File: src/rtl/score_tracker_if.sv
// ----------------------------------------------------------------------------
// score_tracker_if
// Groups the game-status inputs, display controls and display outputs of the
// score tracker. clk and rst stay outside as plain module ports.
//   master : upstream / test side (drives en, status and controls)
//   slave  : score_tracker (drives disp_value, page, result_pulse)
// ----------------------------------------------------------------------------
interface score_tracker_if;
  logic        en;           // one-clk logic-rate enable
  logic [2:0]  game_status;  // 000 playing, 001 X won, 010 O won, 011 draw
  logic        clr_scores;   // zero all counters on an en tick
  logic        auto_rot;     // 1 = rotate pages automatically
  logic        page_sel;     // manual page: 0 wins, 1 draws
  logic [15:0] disp_value;   // four BCD digits, MSD first
  logic        page;         // page currently shown
  logic        result_pulse; // one clk per counted game end

  modport master (
    output en, game_status, clr_scores, auto_rot, page_sel,
    input  disp_value, page, result_pulse
  );

  modport slave (
    input  en, game_status, clr_scores, auto_rot, page_sel,
    output disp_value, page, result_pulse
  );
endinterface

File: src/rtl/score_tracker.sv
// ----------------------------------------------------------------------------
// score_tracker
// Counts finished tic-tac-toe games (X wins, O wins, draws) as saturating
// two-digit BCD values and presents them on a four-digit display word that
// alternates between a wins page and a draws page.
// Ports:
//   clk  - master clock
//   rst  - synchronous active-high reset, overrides everything
//   bus  - score_tracker_if.slave: en, game_status, clr_scores, auto_rot,
//          page_sel in; disp_value, page, result_pulse out
// Parameters:
//   ROTATE_TICKS - en ticks per page in auto-rotate mode (>= 1)
//   SAT          - BCD saturation value of each counter
// ----------------------------------------------------------------------------
module score_tracker #(
  parameter int         ROTATE_TICKS = 200,
  parameter logic [7:0] SAT          = 8'h99
) (
  input  logic           clk,
  input  logic           rst,
  score_tracker_if.slave bus
);

  typedef enum logic {
    WINS  = 1'b0,
    DRAWS = 1'b1
  } page_e;

  // A single-tick rotation still needs a one-bit counter to exist.
  localparam int                ROT_W    = (ROTATE_TICKS > 1) ? $clog2(ROTATE_TICKS) : 1;
  localparam logic [ROT_W-1:0]  ROT_LAST = ROT_W'(ROTATE_TICKS - 1);

  logic [7:0]       x_wins_q, x_wins_d;
  logic [7:0]       o_wins_q, o_wins_d;
  logic [7:0]       draws_q,  draws_d;
  logic             armed_q,  armed_d;
  page_e            state_q,  state_d;
  logic [ROT_W-1:0] rot_q,    rot_d;
  logic [15:0]      disp_q,   disp_d;
  logic             page_q,   page_d;
  logic             pulse_q,  pulse_d;

  logic             game_end;

  // Two-digit BCD increment that holds at SAT instead of wrapping.
  function automatic logic [7:0] bcd_inc(input logic [7:0] v);
    if (v == SAT)           return v;
    if (v[3:0] == 4'd9)     return {v[7:4] + 4'd1, 4'd0};
    return {v[7:4], v[3:0] + 4'd1};
  endfunction

  assign game_end = (bus.game_status == 3'b001) ||
                    (bus.game_status == 3'b010) ||
                    (bus.game_status == 3'b011);

  always_comb begin
    // NOTE: every output of this block gets a default first, so no path can
    // leave a signal unassigned and infer a latch.
    x_wins_d = x_wins_q;
    o_wins_d = o_wins_q;
    draws_d  = draws_q;
    armed_d  = armed_q;
    state_d  = state_q;
    rot_d    = rot_q;
    pulse_d  = 1'b0;

    if (bus.en) begin
      // Arming: a game end counts only once; playing status re-arms.
      // Reserved codes 1xx fall through both branches untouched.
      if (bus.game_status == 3'b000) begin
        armed_d = 1'b1;
      end else if (game_end && armed_q) begin
        armed_d = 1'b0;
        // A clear on the same tick swallows the game end entirely.
        if (!bus.clr_scores) begin
          pulse_d = 1'b1;
          unique case (bus.game_status)
            3'b001:  x_wins_d = bcd_inc(x_wins_q);
            3'b010:  o_wins_d = bcd_inc(o_wins_q);
            default: draws_d  = bcd_inc(draws_q);
          endcase
        end
      end

      if (bus.clr_scores) begin
        x_wins_d = 8'h00;
        o_wins_d = 8'h00;
        draws_d  = 8'h00;
      end

      // Page FSM: manual mode follows page_sel, auto mode toggles on wrap.
      if (!bus.auto_rot) begin
        state_d = page_e'(bus.page_sel);
        rot_d   = '0;
      end else if (rot_q == ROT_LAST) begin
        rot_d   = '0;
        state_d = (state_q == WINS) ? DRAWS : WINS;
      end else begin
        rot_d   = rot_q + ROT_W'(1);
      end
    end

    // Display is refreshed every clk from the current counters and page.
    disp_d = (state_q == DRAWS) ? {8'hDD, draws_q} : {x_wins_q, o_wins_q};
    page_d = state_q;
  end

  // NOTE: reset is synchronous, so it lives inside the clocked branch and is
  // simply the highest-priority condition; state updates use <= only.
  always_ff @(posedge clk) begin
    if (rst) begin
      x_wins_q <= 8'h00;
      o_wins_q <= 8'h00;
      draws_q  <= 8'h00;
      armed_q  <= 1'b1;
      state_q  <= WINS;
      rot_q    <= '0;
      disp_q   <= 16'h0000;
      page_q   <= 1'b0;
      pulse_q  <= 1'b0;
    end else begin
      x_wins_q <= x_wins_d;
      o_wins_q <= o_wins_d;
      draws_q  <= draws_d;
      armed_q  <= armed_d;
      state_q  <= state_d;
      rot_q    <= rot_d;
      disp_q   <= disp_d;
      page_q   <= page_d;
      pulse_q  <= pulse_d;
    end
  end

  assign bus.disp_value   = disp_q;
  assign bus.page         = page_q;
  assign bus.result_pulse = pulse_q;

endmodule

File: src/flat_wrapper.sv
// flat-port wrapper written by rule: the top's interface ports become plain ports
module score_tracker_flat 
#(
  parameter int         ROTATE_TICKS = 200,
  parameter logic [7:0] SAT          = 8'h99
)
  (clk, rst, bus_en, bus_game_status, bus_clr_scores, bus_auto_rot, bus_page_sel, bus_disp_value, bus_page, bus_result_pulse);
  score_tracker_if bus_i ();
  input  logic clk;
  input  logic rst;
  input wire logic [$bits(bus_i.en)-1:0] bus_en;
  input wire logic [$bits(bus_i.game_status)-1:0] bus_game_status;
  input wire logic [$bits(bus_i.clr_scores)-1:0] bus_clr_scores;
  input wire logic [$bits(bus_i.auto_rot)-1:0] bus_auto_rot;
  input wire logic [$bits(bus_i.page_sel)-1:0] bus_page_sel;
  output wire logic [$bits(bus_i.disp_value)-1:0] bus_disp_value;
  output wire logic [$bits(bus_i.page)-1:0] bus_page;
  output wire logic [$bits(bus_i.result_pulse)-1:0] bus_result_pulse;
  assign bus_i.en = bus_en;
  assign bus_i.game_status = bus_game_status;
  assign bus_i.clr_scores = bus_clr_scores;
  assign bus_i.auto_rot = bus_auto_rot;
  assign bus_i.page_sel = bus_page_sel;
  assign bus_disp_value = bus_i.disp_value;
  assign bus_page = bus_i.page;
  assign bus_result_pulse = bus_i.result_pulse;
  score_tracker #(.ROTATE_TICKS(ROTATE_TICKS), .SAT(SAT)) u_core (.clk(clk), .rst(rst), .bus(bus_i));
endmodule
File: config.mk
export PLATFORM = sky130hd
export DESIGN_NAME = score_tracker_flat
export DESIGN_NICKNAME = d
export VERILOG_FILES = /design/src/rtl/score_tracker_if.sv /design/src/rtl/score_tracker.sv /design/src/flat_wrapper.sv
export SDC_FILE = /design/constraint.sdc
export NUM_CORES = 1
export LEC_CHECK = 0
export ABC_AREA = 0
export BUFFER_PORTS_ARGS = -buffer_cell sky130_fd_sc_hd__clkbuf_2
export CAP_MARGIN = 10
export CORE_ASPECT_RATIO = 0.75
export CORE_MARGIN = 5
export CORE_UTILIZATION = 55
export CTS_CLUSTER_DIAMETER = 100
export DETAILED_ROUTE_END_ITERATION = 12
export MAX_ROUTING_LAYER = met4
export PLACE_DENSITY = 0.79
export SLEW_MARGIN = 10
export SYNTH_ARGS = -nofsm -noshare
export SYNTH_HDL_FRONTEND = slang
export SYNTH_SLANG_ARGS = --single-unit
File: constraint.sdc
create_clock -name clk -period 2.1 [get_ports clk]
set_clock_uncertainty 0.05 [all_clocks]
set_input_delay 0.21 -clock clk [delete_from_list [all_inputs] [get_ports clk]]
set_output_delay 0.21 -clock clk [all_outputs]
set_load 0.01 [all_outputs]
# == Yosys cells after proc, flatten, opt, wreduce, memory -nomap -nowiden ==
# Cells that the tools add are included.
# word_totals
ff_bits,52
latchBits,0
ramBits,0
mem_bits_ro,0
in_bits,9
out_inout_bits,18
n_memories,0
# op_classes
n_addsub,7
mul,0
div,0
order_cmp,0
n_eq_ne,13
n_shift,0
muxes,72
bitwise,2
reduce_logical,22
# ops
op,count
$mux 8,26
$mux 1,45
$eq 8x8->1 const B,4
$add 4x1->4 const B,6
$mux 16,1
$reduce_and 5->1,3
$eq 4x4->1 const B,3
$reduce_and 4->1,3
$reduce_bool 3->1,3
$add 8x1->8 const B,1
$reduce_bool 2->1,4
$eq 3x2->1 const B,2
$ne 2x1->1 const B,2
$reduce_and 2->1,2
$reduce_or 2->1,2
$reduce_or 4->1,1
$eq 3x1->1 const B,1
$logic_not 3->1,1
$logic_or 1x1->1,2
$ne 2x2->1 const B,1
$not 1->1,2
$logic_and 1x1->1,1

# == Longest topological paths before layout ==
# logic_depth
depth_word,19
depth_mapped,7
depth_no_buf,6

# == Worst setup path after synthesis ==
# No wires, ideal clock.
# synth_timing
path_type,reg-to-reg
startpoint,register u_core.x_wins_q[1]
endpoint,register u_core.x_wins_q[0]
setup_time_ns,0.117
t_arrival_ns,1.410
required_ns,1.933
path_slack_ns,0.523
stages_incl_launch_ff,7
cell_sequence,dfxtp_1 -> inv_1 -> ha_1 -> and3b_1 -> a211oi_1 -> o21ai_0 -> and4b_1
# synth_between
elab_chain_len,14
# synth_lines
element,line_no,source
from (decl),score_tracker.sv:33,"logic [7:0] x_wins_q, x_wins_d;"
from (signal assigned),score_tracker.sv:122,x_wins_q <= x_wins_d;
$eq 4x4->1,score_tracker.sv:48,"if (v[3:0] == 4'd9) return {v[7:4] + 4'd1, 4'd0};"
$mux 1 (2 in series),score_tracker.sv:48,
$mux 1,score_tracker.sv:77,unique case (bus.game_status)
$mux 1,score_tracker.sv:75,if (!bus.clr_scores) begin
$mux 1,score_tracker.sv:72,end else if (game_end && armed_q) begin
$mux 1,score_tracker.sv:70,if (bus.game_status == 3'b000) begin
$mux 1,score_tracker.sv:67,if (bus.en) begin
$mux 8,score_tracker.sv:49,"return {v[7:4], v[3:0] + 4'd1};"
$mux 8 *,score_tracker.sv:48,
$mux 8 *,score_tracker.sv:77,
$mux 8 *,score_tracker.sv:72,
$mux 8 *,score_tracker.sv:70,
$mux 8 *,score_tracker.sv:85,if (bus.clr_scores) begin
# Every way passes the cells marked *; elsewhere a longest branch is shown, timed or not. The select of a mux whose other input is x is not followed.
# A chain may end at the register's enable or synchronous reset.

# == Worst setup path in the final report ==
# layout_timing
startpoint,register u_core.rot_q[0]
endpoint,register u_core.rot_q[1]
# layout_between
elab_chain_len,3
# layout_lines
element,line_no,source
from (decl),score_tracker.sv:38,"logic [ROT_W-1:0] rot_q, rot_d;"
from (signal assigned),score_tracker.sv:127,rot_q <= rot_d;
$add 8x1->8 / $eq 8x8->1 (equally long branches),"score_tracker.sv:99, score_tracker.sv:95",
$mux 8 *,score_tracker.sv:95,end else if (rot_q == ROT_LAST) begin
$mux 8 *,score_tracker.sv:92,if (!bus.auto_rot) begin
# Every way passes the cells marked *; elsewhere a longest branch is shown, timed or not.

==> impl_results.md <==
- Syn_area_per_cell: 8.72 um^2
- Status: finished clean
- Critical-path cell list: ha_1 -> nor4bb_1 -> a41oi_1 -> o21ai_1 -> nor2_1
- CTS root buf: clkbuf_8
- Seq/Total Area, Yosys: 41.5%
- Pre-Repair DR Iteration Count: 5
- Share of the clock period used by the worst path: 90.2%
- Adder-cell share of the synthesized area: 6.48%
- Worst slew margin: 58.9%
- Post-synth EDFFs: 0
- Fmax: 0.528 GHz
- TNS Setup: 0 ns
- Setup violators final: 0
- Longest Clk Path Bufs: 2
- Die height: 68.5 um
- Critical path type: flip-flop to flip-flop
- Crit Path Max Fanout: 7
- Clock slew at reported path FFs: 0.09 ns
- CP endpoint kind: flip-flop
- Core area: 4440 um^2
- Post-route ant nets: 0
- Leak Pwr: 1.10 nW
- Worst path slowest cell: o21ai_1
- # IOs: 27
- Largest family of logic cells by synthesized area: simple AND/OR/NAND/NOR gates
- Pwr dens: 651 nW/um^2
- Max-slew violations: 0
- Setup crit start kind: flip-flop
- # clock sinks: 52
- Ys flop type: dfxtp_1
- Pwr Total: 1.83 mW
- Skew-Pair Late Insertion Delay: 0.31 ns
- Placed cells: 365
- Max_cap viols: 0
- GRT Util Overall: 20.7%
- CTS Buf Count: 5
- Share of synthesized registers carrying an async set or reset: 0%
- CP peak stage delay: 0.46 ns
- Vias/cell: 5.84
- Initial Util: 56.6%
- Gates resized, CTS repair: 0
- Post-synthesis compound-gate area fraction: 14.9%
- Data arrival, critical path: 2.02 ns
- Period minus WS final: 1.89 ns
- Startpoint of the lowest-slack hold path: rst
- Largest net degree at the start of global routing: 17
- Worst reg2reg path endpoint: u_core.rot_q[1]
- Hold WC Path Type: primary input to flip-flop
- Final wirelength: 5480 um
- RSZ-0062 raised after global routing: no
- Simple-Gate Fraction of Synth Area: 27.5%
- VDD IR max: 0.470 mV
- Dpl cell area: 2700 um^2
- Grt total ovfl: 0
- Finished Cell Area: 2820 um^2
- Syn nets: 310
- Syn. warnings: 0
- CP Buf/Inv Count: 0
- Post-synthesis register bit count: 52
- First-pass GRT wire length: 9390 um
- RePlAce Congestion: 0.854
- Diode count: 0
- Hold depth: 2
- # H-tree levels: 2
- Die area: 6030 um^2
- Fill cell count: 391
- HPWL Detailed: 4090 um
- CP delay by family, top: compound AO/OA/AOI/OAI gates
- Nets: 337
- Average wire per standard cell: 14.7 um
- Setup Fix Bufs, Post-CTS: 0
- Routed via count: 2177
- Initial antenna violation count: 0
- Post-Syn Area: 2510 um^2
- Number of I/O port buffers: 26
- Synthesized instance count: 288
- Reg2Reg Setup Slack: 0.21 ns
- Initial drt markers: 196
- Layout cell share with drive strength beyond 1: 13.3%
- Post-synthesis cell type count: 47
- Hold endpoint: u_core.o_wins_q[4]
- Finished Layout Cells: 373
- WP data required: 2.23 ns
- Number of global-route vias before repair: 1953
- Synth Area in XOR/XNOR: 2.09%
- Die W: 88.0 um
- Site row count: 21
- Worst reg2reg path depth: 5
- Mux contribution to synthesized area: 3.59%
- Worst-margin pin slew: 0.615 ns
- CTS tree: yes
- Area growth syn-to-layout: 12.1%
- Hold_buf cts: 0
- DRC Markers: 0
- Hold Fails Final Rpt: 0
- Reg-to-Reg Start: u_core.rot_q[0]
-- how the worst max path moves through the flow --
stage                                   from                 end  slack (ns)  cells after the start
after CTS                    u_core.rot_q[0]     u_core.rot_q[6]        0.21                      5
after global routing         u_core.rot_q[0]     u_core.rot_q[7]        0.08                      5
after detailed placement     u_core.rot_q[0]     u_core.rot_q[6]        0.23                      5
after floorplan           u_core.x_wins_q[1]  u_core.x_wins_q[0]        0.52                      6
final                        u_core.rot_q[0]     u_core.rot_q[1]        0.21                      5
after global placement       u_core.rot_q[0]     u_core.rot_q[1]        0.34                      5
-- cell families (layout without fill, tap and decap cells) --
logic type / after synthesis / in the layout
AO/OA/AOI/OAI: 55 / 55
XOR/XNOR: 6 / 6
adder cells (fa/ha/maj): 13 / 13
buffers and inverters: 24 / 52
flip-flops: 52 / 52
multiplexers: 9 / 9
AND/OR/NAND/NOR: 129 / 129
-- routing by layer --
metal / vias up / GRT usage, % / part of all wire [%]
met5: - / - / 0
met4: 0 / 7.92 / 1.4
met3: 9 / 4.28 / 7.2
met2: 75 / 27.3 / 40
met1: 983 / 30.5 / 52
li1: 1110 / - / -
-- where the power goes --
| part | switching [mW] | total (mW) | leakage (nW) | internal (mW) |
|---|---|---|---|---|
| logic | 0.0887 | 0.139 | 0.625 | 0.0499 |
| registers | 0.0117 | 1.01 | 0.420 | 0.998 |
| clock network | 0.331 | 0.684 | 0.0541 | 0.353 |
-- cell type report --
type	instances	area [um^2]	share of cell area, %
sequential	52	1040	37.0
timing repair buffer	32	175	6.22
multi-input combinational	212	1370	48.7
clock buffer	5	68.8	2.44
tap	57	71.3	2.53
clock inverter	3	42.5	1.51
inverter	12	45.0	1.60
-- sequential cells by signal, indices dropped and copies added, names as in the netlist --
name,cells
u_core.x_wins_q,8
u_core.bus.disp_value,16
u_core.bus.page,1
u_core.page_d,1
u_core.draws_q,8
u_core.o_wins_q,8
u_core.armed_q,1
u_core.bus.result_pulse,1
u_core.rot_q,8
-- metrics by stage --
| stage | setup WS [ns] | utilization [%] | hold WS (ns) |
|---|---|---|---|
| 2_1_floorplan | 0.523 | - | 0.327 |
| 3_3_place_gp | 0.336 | 60.9 | 0.437 |
| 3_5_place_dp | 0.226 | 60.9 | 0.448 |
| 4_1_cts | 0.211 | 63.4 | 0.122 |
| 5_1_grt | 0.0782 | 63.4 | 0.145 |
| 6_report | 0.206 | 63.4 | 0.129 |
-- synth_stat cells (3+ instances only) --
master / n / area, um^2
dfxtp_1: 52 / 1040
nor2_1: 45 / 169
ha_1: 13 / 163
nand2_1: 13 / 48.8
inv_1: 12 / 45.0
nand3_1: 11 / 55.1
nand4_1: 11 / 68.8
o31ai_1: 10 / 75.1
a21oi_1: 9 / 45.0
mux2i_1: 9 / 90.1
nand3b_1: 8 / 60.1
nor3_1: 7 / 35.0
o21ai_0: 7 / 35.0
a31oi_1: 6 / 37.5
clkbuf_1: 6 / 22.5
a211oi_1: 5 / 37.5
and3b_1: 5 / 43.8
nor4_1: 5 / 31.3
xnor2_1: 5 / 43.8
buf_2: 4 / 20.0
nor2b_1: 4 / 25.0
a21o_1: 3 / 22.5
and4b_1: 3 / 30.0
o311ai_0: 3 / 26.3
-- cells in the final DEF (no fill, tap or decap), drive strengths merged, types with 3 or more instances in the layout --
master	synthesis	layout
buf	6	6
and3b	5	5
nor2b	4	4
clkbuf	6	31
nor3	7	7
dfxtp	52	52
ha	13	13
and4b	3	3
o311ai	3	3
a211oi	5	5
a21oi	9	9
nor2	45	45
nor4	5	5
nand3b	8	8
o31ai	10	10
a31oi	6	6
nand4	11	11
a21o	3	3
xnor2	5	5
o21ai	9	9
nand2	14	14
mux2i	9	9
inv	12	12
nand3	11	11
No activity file was read; power rests on OpenSTA's default activity.
